File: config.mk
export PLATFORM = sky130hd
export DESIGN_NAME = i2s_frame_sched
export DESIGN_NICKNAME = d
export VERILOG_FILES = /design/src/rtl/i2s_frame_sched.sv
export SDC_FILE = /design/constraint.sdc
export NUM_CORES = 1
export LEC_CHECK = 0
export ABC_AREA = 1
export BUFFER_PORTS_ARGS = -buffer_cell sky130_fd_sc_hd__buf_4
export CAP_MARGIN = 20
export CORE_ASPECT_RATIO = 1.2
export CORE_UTILIZATION = 43
export DETAILED_ROUTE_END_ITERATION = 10
export PLACE_DENSITY = 0.71
export SLEW_MARGIN = 0
export SYNTH_ARGS = -nofsm -noshare
export SYNTH_HDL_FRONTEND = slang
export SYNTH_SLANG_ARGS = --single-unit
File: constraint.sdc
create_clock -name clk_i -period 2.31 [get_ports clk_i]
set_input_delay 0.231 -clock clk_i [delete_from_list [all_inputs] [get_ports clk_i]]
set_output_delay 0.231 -clock clk_i [all_outputs]
set_load 0.1 [all_outputs]
File: src/rtl/i2s_frame_sched.sv
// Stereo frame scheduler: buffers {left,right} frames and presents one channel per I2S load slot.
// Latency: a pushed frame is poppable the next cycle; SMP updates one cycle after SAMPLED.
// Backpressure: in_ready_o drops while the frame FIFO holds DEPTH frames; upstream holds its frame.
module i2s_frame_sched #(
  parameter int DEPTH     = 4,
  parameter bit HOLD_LAST = 1'b1
) (
  input  logic                     clk_i,
  input  logic                     rst_i,
  input  logic                     in_valid_i,
  output logic                     in_ready_o,
  input  logic [15:0]              in_left_i,
  input  logic [15:0]              in_right_i,
  input  logic                     sampled_i,
  input  logic                     lck_i,
  input  logic                     mute_i,
  output logic [15:0]              smp_o,
  output logic                     synced_o,
  output logic [$clog2(DEPTH):0]   level_o,
  output logic [7:0]               underruns_o
);

  localparam int AW = $clog2(DEPTH);
  localparam logic [AW:0] FULL_CNT = (AW+1)'(DEPTH);

  typedef enum logic [1:0] {
    ST_SYNC   = 2'd0,
    ST_WAIT_L = 2'd1,
    ST_WAIT_R = 2'd2
  } state_t;

  // Frame storage, one array per channel
  logic [15:0] mem_l [DEPTH];
  logic [15:0] mem_r [DEPTH];

  logic [AW-1:0] wr_ptr_q, wr_ptr_d;
  logic [AW-1:0] rd_ptr_q, rd_ptr_d;
  logic [AW:0]   count_q, count_d;
  state_t        state_q, state_d;
  logic [15:0]   smp_q, smp_d;
  logic [15:0]   right_q, right_d;     // right channel of the frame currently being presented
  logic [15:0]   last_l_q, last_l_d;   // last frame actually taken from the FIFO
  logic [15:0]   last_r_q, last_r_d;
  logic          synced_q, synced_d;
  logic [7:0]    und_q, und_d;

  logic          push;
  logic          pop;
  logic          fifo_empty;
  logic [15:0]   pop_l;
  logic [15:0]   pop_r;

  assign fifo_empty  = (count_q == '0);
  assign in_ready_o  = (count_q != FULL_CNT);
  assign push        = in_valid_i & in_ready_o;

  assign smp_o       = smp_q;
  assign synced_o    = synced_q;
  assign level_o     = count_q;
  assign underruns_o = und_q;

  // Frame a pop would deliver this cycle: head, or underrun substitute; mute zeroes both channels
  always_comb begin
    pop_l = '0;
    pop_r = '0;
    if (!fifo_empty) begin
      pop_l = mem_l[rd_ptr_q];
      pop_r = mem_r[rd_ptr_q];
    end else if (HOLD_LAST) begin
      pop_l = last_l_q;
      pop_r = last_r_q;
    end
    if (mute_i) begin
      pop_l = '0;
      pop_r = '0;
    end
  end

  // Slot sequencer: left on a right-slot load, then right of the same frame; any slip re-syncs
  always_comb begin
    state_d  = state_q;
    smp_d    = smp_q;
    synced_d = synced_q;
    right_d  = right_q;
    pop      = 1'b0;
    case (state_q)
      ST_SYNC: begin
        if (sampled_i && lck_i) begin
          pop      = 1'b1;
          smp_d    = pop_l;
          right_d  = pop_r;
          synced_d = 1'b1;
          state_d  = ST_WAIT_L;
        end
      end
      ST_WAIT_L: begin
        if (sampled_i) begin
          if (!lck_i) begin
            smp_d   = right_q;
            state_d = ST_WAIT_R;
          end else begin
            smp_d    = '0;
            synced_d = 1'b0;
            state_d  = ST_SYNC;
          end
        end
      end
      ST_WAIT_R: begin
        if (sampled_i) begin
          if (lck_i) begin
            pop     = 1'b1;
            smp_d   = pop_l;
            right_d = pop_r;
            state_d = ST_WAIT_L;
          end else begin
            smp_d    = '0;
            synced_d = 1'b0;
            state_d  = ST_SYNC;
          end
        end
      end
      default: begin
        smp_d    = '0;
        synced_d = 1'b0;
        state_d  = ST_SYNC;
      end
    endcase
  end

  // FIFO pointers, occupancy, last-frame capture and underrun accounting
  always_comb begin
    wr_ptr_d = wr_ptr_q;
    rd_ptr_d = rd_ptr_q;
    count_d  = count_q;
    last_l_d = last_l_q;
    last_r_d = last_r_q;
    und_d    = und_q;
    if (push) begin
      wr_ptr_d = wr_ptr_q + 1'b1;
    end
    if (pop && !fifo_empty) begin
      rd_ptr_d = rd_ptr_q + 1'b1;
      last_l_d = mem_l[rd_ptr_q];
      last_r_d = mem_r[rd_ptr_q];
    end
    if (pop && fifo_empty && (und_q != 8'hFF)) begin
      und_d = und_q + 8'd1;
    end
    // An underrunning pop does not consume, so a same-cycle push still raises the level
    case ({push, pop && !fifo_empty})
      2'b10:   count_d = count_q + 1'b1;
      2'b01:   count_d = count_q - 1'b1;
      default: count_d = count_q;
    endcase
  end

  // Frame storage write; pointers guard against use while reset is held
  always_ff @(posedge clk_i) begin
    if (push && !rst_i) begin
      mem_l[wr_ptr_q] <= in_left_i;
      mem_r[wr_ptr_q] <= in_right_i;
    end
  end

  // State and bookkeeping registers
  always_ff @(posedge clk_i or posedge rst_i) begin
    if (rst_i) begin
      state_q  <= ST_SYNC;
      smp_q    <= '0;
      synced_q <= 1'b0;
      right_q  <= '0;
      last_l_q <= '0;
      last_r_q <= '0;
      wr_ptr_q <= '0;
      rd_ptr_q <= '0;
      count_q  <= '0;
      und_q    <= '0;
    end else begin
      state_q  <= state_d;
      smp_q    <= smp_d;
      synced_q <= synced_d;
      right_q  <= right_d;
      last_l_q <= last_l_d;
      last_r_q <= last_r_d;
      wr_ptr_q <= wr_ptr_d;
      rd_ptr_q <= rd_ptr_d;
      count_q  <= count_d;
      und_q    <= und_d;
    end
  end

endmodule

==> impl_metrics.prom <==
# TYPE chip_impl_metric gauge
chip_impl_info{name="setup_repair_after_global_routing_missed_its_margin",value="no"} 1
chip_impl_metric{name="layout-drive-gt1-share",unit="%"} 16.1
chip_impl_metric{name="numCtsBuffers",unit=""} 22
chip_impl_info{name="hp-class",value="in -> reg"} 1
chip_impl_metric{name="post_synthesis_instance_area",unit="sq um"} 8910
chip_impl_metric{name="synth.yosys.seq_area_share",unit="%"} 66.1
chip_impl_metric{name="insertion_delay",unit="ps"} 500
chip_impl_metric{name="initial_utilization",unit="%"} 44.0
chip_impl_metric{name="asyncSetResetFlopFracSynth",unit="%"} 39.0
chip_impl_metric{name="post_synth_num_cell_types",unit=""} 30
chip_impl_metric{name="timing.final.max_slew_violations",unit=""} 0
chip_impl_metric{name="avgSynthCellArea",unit="sq um"} 10.3
chip_impl_info{name="cp_slowest_cell",value="dfrtp_4"} 1
chip_impl_info{name="cell_types_occupying_the_most_area_after_synthesis",value="edfxtp_1, dfrtp_1, nand2_1"} 1
chip_impl_metric{name="core.rowCount",unit=""} 57
chip_impl_metric{name="maximum_clock_skew_at_final_layout",unit="ps"} 7.10
chip_impl_metric{name="synth_largest_type_area_fraction",unit="%"} 43.1
chip_impl_metric{name="floorplan_core_area",unit="sq um"} 20300
chip_impl_metric{name="post-cts-setup-buffers",unit=""} 0
chip_impl_metric{name="max_cap_viols",unit=""} 0
chip_impl_metric{name="wirelength",unit="mm"} 19.3
chip_impl_info{name="synth.largest_area_cell",value="edfxtp_1"} 1
chip_impl_metric{name="maxClockFrequency",unit="MHz"} 526
chip_impl_metric{name="critical_path_buf_inv_count",unit=""} 3
chip_impl_metric{name="path_clk_slew",unit="ps"} 60
chip_impl_metric{name="required_time_of_the_worst_setup_path",unit="ps"} 2690
chip_impl_metric{name="place.gp.congestion",unit=""} 0.782
chip_impl_metric{name="firstDrtPassIters",unit=""} 4
chip_impl_metric{name="portBuffers",unit=""} 66
chip_impl_info{name="cell_chain_critical_path",value="clkinvlp_4 -> nand3_4 -> nand2_2 -> inv_1 -> ha_4 -> inv_2 -> fa_2 -> a21oi_1 -> o21ai_1 -> xor2_1"} 1
chip_impl_metric{name="detail-route-antenna-nets",unit=""} 0
chip_impl_metric{name="grt_use_total",unit="%"} 19.0
chip_impl_metric{name="setup-violations-final",unit=""} 0
chip_impl_info{name="synth_ff_type",value="edfxtp_1"} 1
chip_impl_metric{name="synth.ff_latch_count",unit=""} 210
chip_impl_info{name="setup.worst_path.class",value="reg -> reg"} 1
chip_impl_metric{name="vias_per_cell",unit=""} 5.01
chip_impl_info{name="outcome",value="finished, final reports clean"} 1
chip_impl_info{name="type_of_element_capturing_the_critical_path",value="register"} 1
chip_impl_metric{name="cts.sink_count",unit=""} 210
chip_impl_info{name="synthMostInstantiatedCell",value="nand2_1"} 1
chip_impl_metric{name="min_tclk_post_route",unit="ps"} 1900
chip_impl_metric{name="warnings_from_yosys",unit=""} 0
chip_impl_metric{name="total_neg_setup_slack",unit="ps"} 0
chip_impl_metric{name="drt-wirelength-per-cell",unit="microns"} 15.6
chip_impl_metric{name="data_arrival_time_of_the_critical_path",unit="ps"} 2280
chip_impl_metric{name="p_leak",unit="nW"} 4.64
chip_impl_info{name="cts_tree",value="yes"} 1
chip_impl_metric{name="initialDrtViolationCount",unit=""} 407
chip_impl_metric{name="grt_pass1_vias",unit=""} 6147
chip_impl_metric{name="min_period_over_period",unit="%"} 82.3
chip_impl_metric{name="cts_max_path_buffers",unit=""} 3
chip_impl_metric{name="vdd_drop_max",unit="mV"} 0.781
chip_impl_metric{name="drc_errors",unit=""} 0
chip_impl_metric{name="diodes",unit=""} 0
chip_impl_metric{name="postCtsHoldBufs",unit=""} 33
chip_impl_metric{name="die_w",unit="microns"} 133
chip_impl_metric{name="dr_total_vias",unit=""} 6214
chip_impl_metric{name="finalPower",unit="mW"} 14.3
chip_impl_metric{name="synth-edff-count",unit=""} 128
chip_impl_info{name="critical_path.reg2reg.startpoint",value="level_o[0]"} 1
chip_impl_metric{name="tightestPinTransition",unit="ps"} 689
chip_impl_metric{name="globalRoute.totalOverflow",unit=""} 0
chip_impl_metric{name="dp_hpwl",unit="mm"} 11.9
chip_impl_metric{name="report.final.hold_viol_count",unit=""} 0
chip_impl_info{name="hold_start",value="sampled_i"} 1
chip_impl_metric{name="maximum_number_of_pins_on_one_net_before_global_route_repair",unit=""} 83
chip_impl_metric{name="post_synth_inst_count",unit=""} 863
chip_impl_metric{name="synth.net_count",unit=""} 908
chip_impl_info{name="ys_top_cells_by_count",value="nand2_1, edfxtp_1, dfrtp_1"} 1
chip_impl_info{name="path_delay_family",value="adder cells"} 1
chip_impl_metric{name="die_area",unit="sq um"} 21300
chip_impl_metric{name="max_stage_delay",unit="ps"} 440
chip_impl_metric{name="dieHeight",unit="microns"} 160
chip_impl_metric{name="power_per_cell_area",unit="nW/um^2"} 1320
chip_impl_metric{name="grt_antenna_before_repair",unit=""} 0
chip_impl_metric{name="critical_path.max_fanout",unit=""} 3
chip_impl_info{name="root_buffer",value="clkbuf_16"} 1
chip_impl_metric{name="floorplan.io_pins",unit=""} 67
chip_impl_metric{name="grt_pass1_wl",unit="mm"} 31.9
chip_impl_metric{name="cts_h_tree_lvls",unit=""} 1
chip_impl_info{name="critical_path.startpoint_type",value="register"} 1
chip_impl_metric{name="post_cts.resized_instances",unit=""} 0
chip_impl_metric{name="area_growth_syn_to_layout",unit="%"} 21.2
chip_impl_metric{name="fillerInstances",unit=""} 1772
chip_impl_metric{name="nets_final",unit=""} 1005
chip_impl_info{name="timing.critical_path.from",value="level_o[0]"} 1
chip_impl_metric{name="slew_headroom",unit="%"} 54.1
==> layout by cell type, fill, tap and decap left out, drive strengths merged, types with 2 or more instances in the layout <==
cell,synthesis,routed
edfxtp,128,128
ha,6,6
inv,29,28
nand3,71,71
dfrtp,82,82
dlygate4sd3,0,33
clkbuf,6,28
clkinv,1,10
nor3,2,2
a21oi,18,18
nor2,47,47
o21ai,60,60
clkinvlp,0,3
buf,34,80
o21bai,16,16
xor2,6,6
nand2,353,353
==> registers in the layout (all words and copies together) (netlist names), 3 cells and up <==
signal,cells
mem_r,64
last_r_q,16
underruns_o,8
mem_l,64
smp_o,16
level_o,3
right_q,16
last_l_q,16
==> final timing paths <==
path,to,slack (ps),cells after the start
max in group asynchronous,level_o[1],1340,4
hold / removal,state_q[1],40,3
setup reg to reg,level_o[2],410,10
min in group asynchronous,last_l_q[10],570,4
hold reg to reg,smp_o[14],480,2
setup / recovery,level_o[2],410,10
==> power by group <==
group          internal (mW)  switching [mW]
clock network           2.01            1.42
logic                   1.45            4.08
registers               4.87           0.437
total                   8.33            5.94
==> routing by layer <==
| metal | share of wire, % | track usage, % | routed length [microns] |
|---|---|---|---|
| met5 | 0 | 0 | 0 |
| met4 | 2.0 | 5.58 | 381 |
| met3 | 5.7 | 3.24 | 1090 |
| met2 | 50 | 32.8 | 9730 |
| met1 | 42 | 24.3 | 8130 |
==> cells by family (layout without fill, tap and decap cells) <==
group / count (synthesis) / count (layout) / synth area share, %
AOI/OAI and AO/OA: 95 / 95 / 6.30
xor gates and xnor gates: 7 / 7 / 0.688
adders and majority gates: 7 / 7 / 1.07
buffers and inverters: 70 / 183 / 4.17
DFF: 210 / 210 / 66.1
and+or+nand+nor: 474 / 474 / 21.6
==> layout make-up <==
| cell class | instances | area [sq um] | share of cell area (%) |
|---|---|---|---|
| clock inverter | 12 | 98.8 | 0.915 |
| inverter | 30 | 121 | 1.12 |
| clock buffer | 28 | 614 | 5.69 |
| sequential | 210 | 5910 | 54.7 |
| timing repair buffer | 113 | 1010 | 9.31 |
| multi-input combinational | 583 | 2730 | 25.2 |
| tap | 265 | 332 | 3.07 |
==> worst min-delay path: cells and delay by family <==
| kind | cells | cell delay, ps |
|---|---|---|
| AOI/OAI and AO/OA | 1 | 80 |
| buffers and inverters | 2 | 190 |
==> stage by stage <==
| stage | utilization (%) | setup slack, ps | instances | hold slack, ps | instance area, sq um |
|---|---|---|---|---|---|
| 2_1_floorplan | - | -73.2 | 863 | 330 | 9010 |
| 3_3_place_gp | 48.2 | 413 | 1168 | 432 | 9760 |
| 3_5_place_dp | 48.2 | 413 | 1168 | 434 | 9760 |
| 4_1_cts | 53.3 | 396 | 1241 | 28.3 | 10800 |
| 5_1_grt | 53.3 | 270 | 1241 | 40.9 | 10800 |
| 6_report | 53.3 | 409 | 1241 | 42.8 | 10800 |
(Power assumes the default switching activity.)
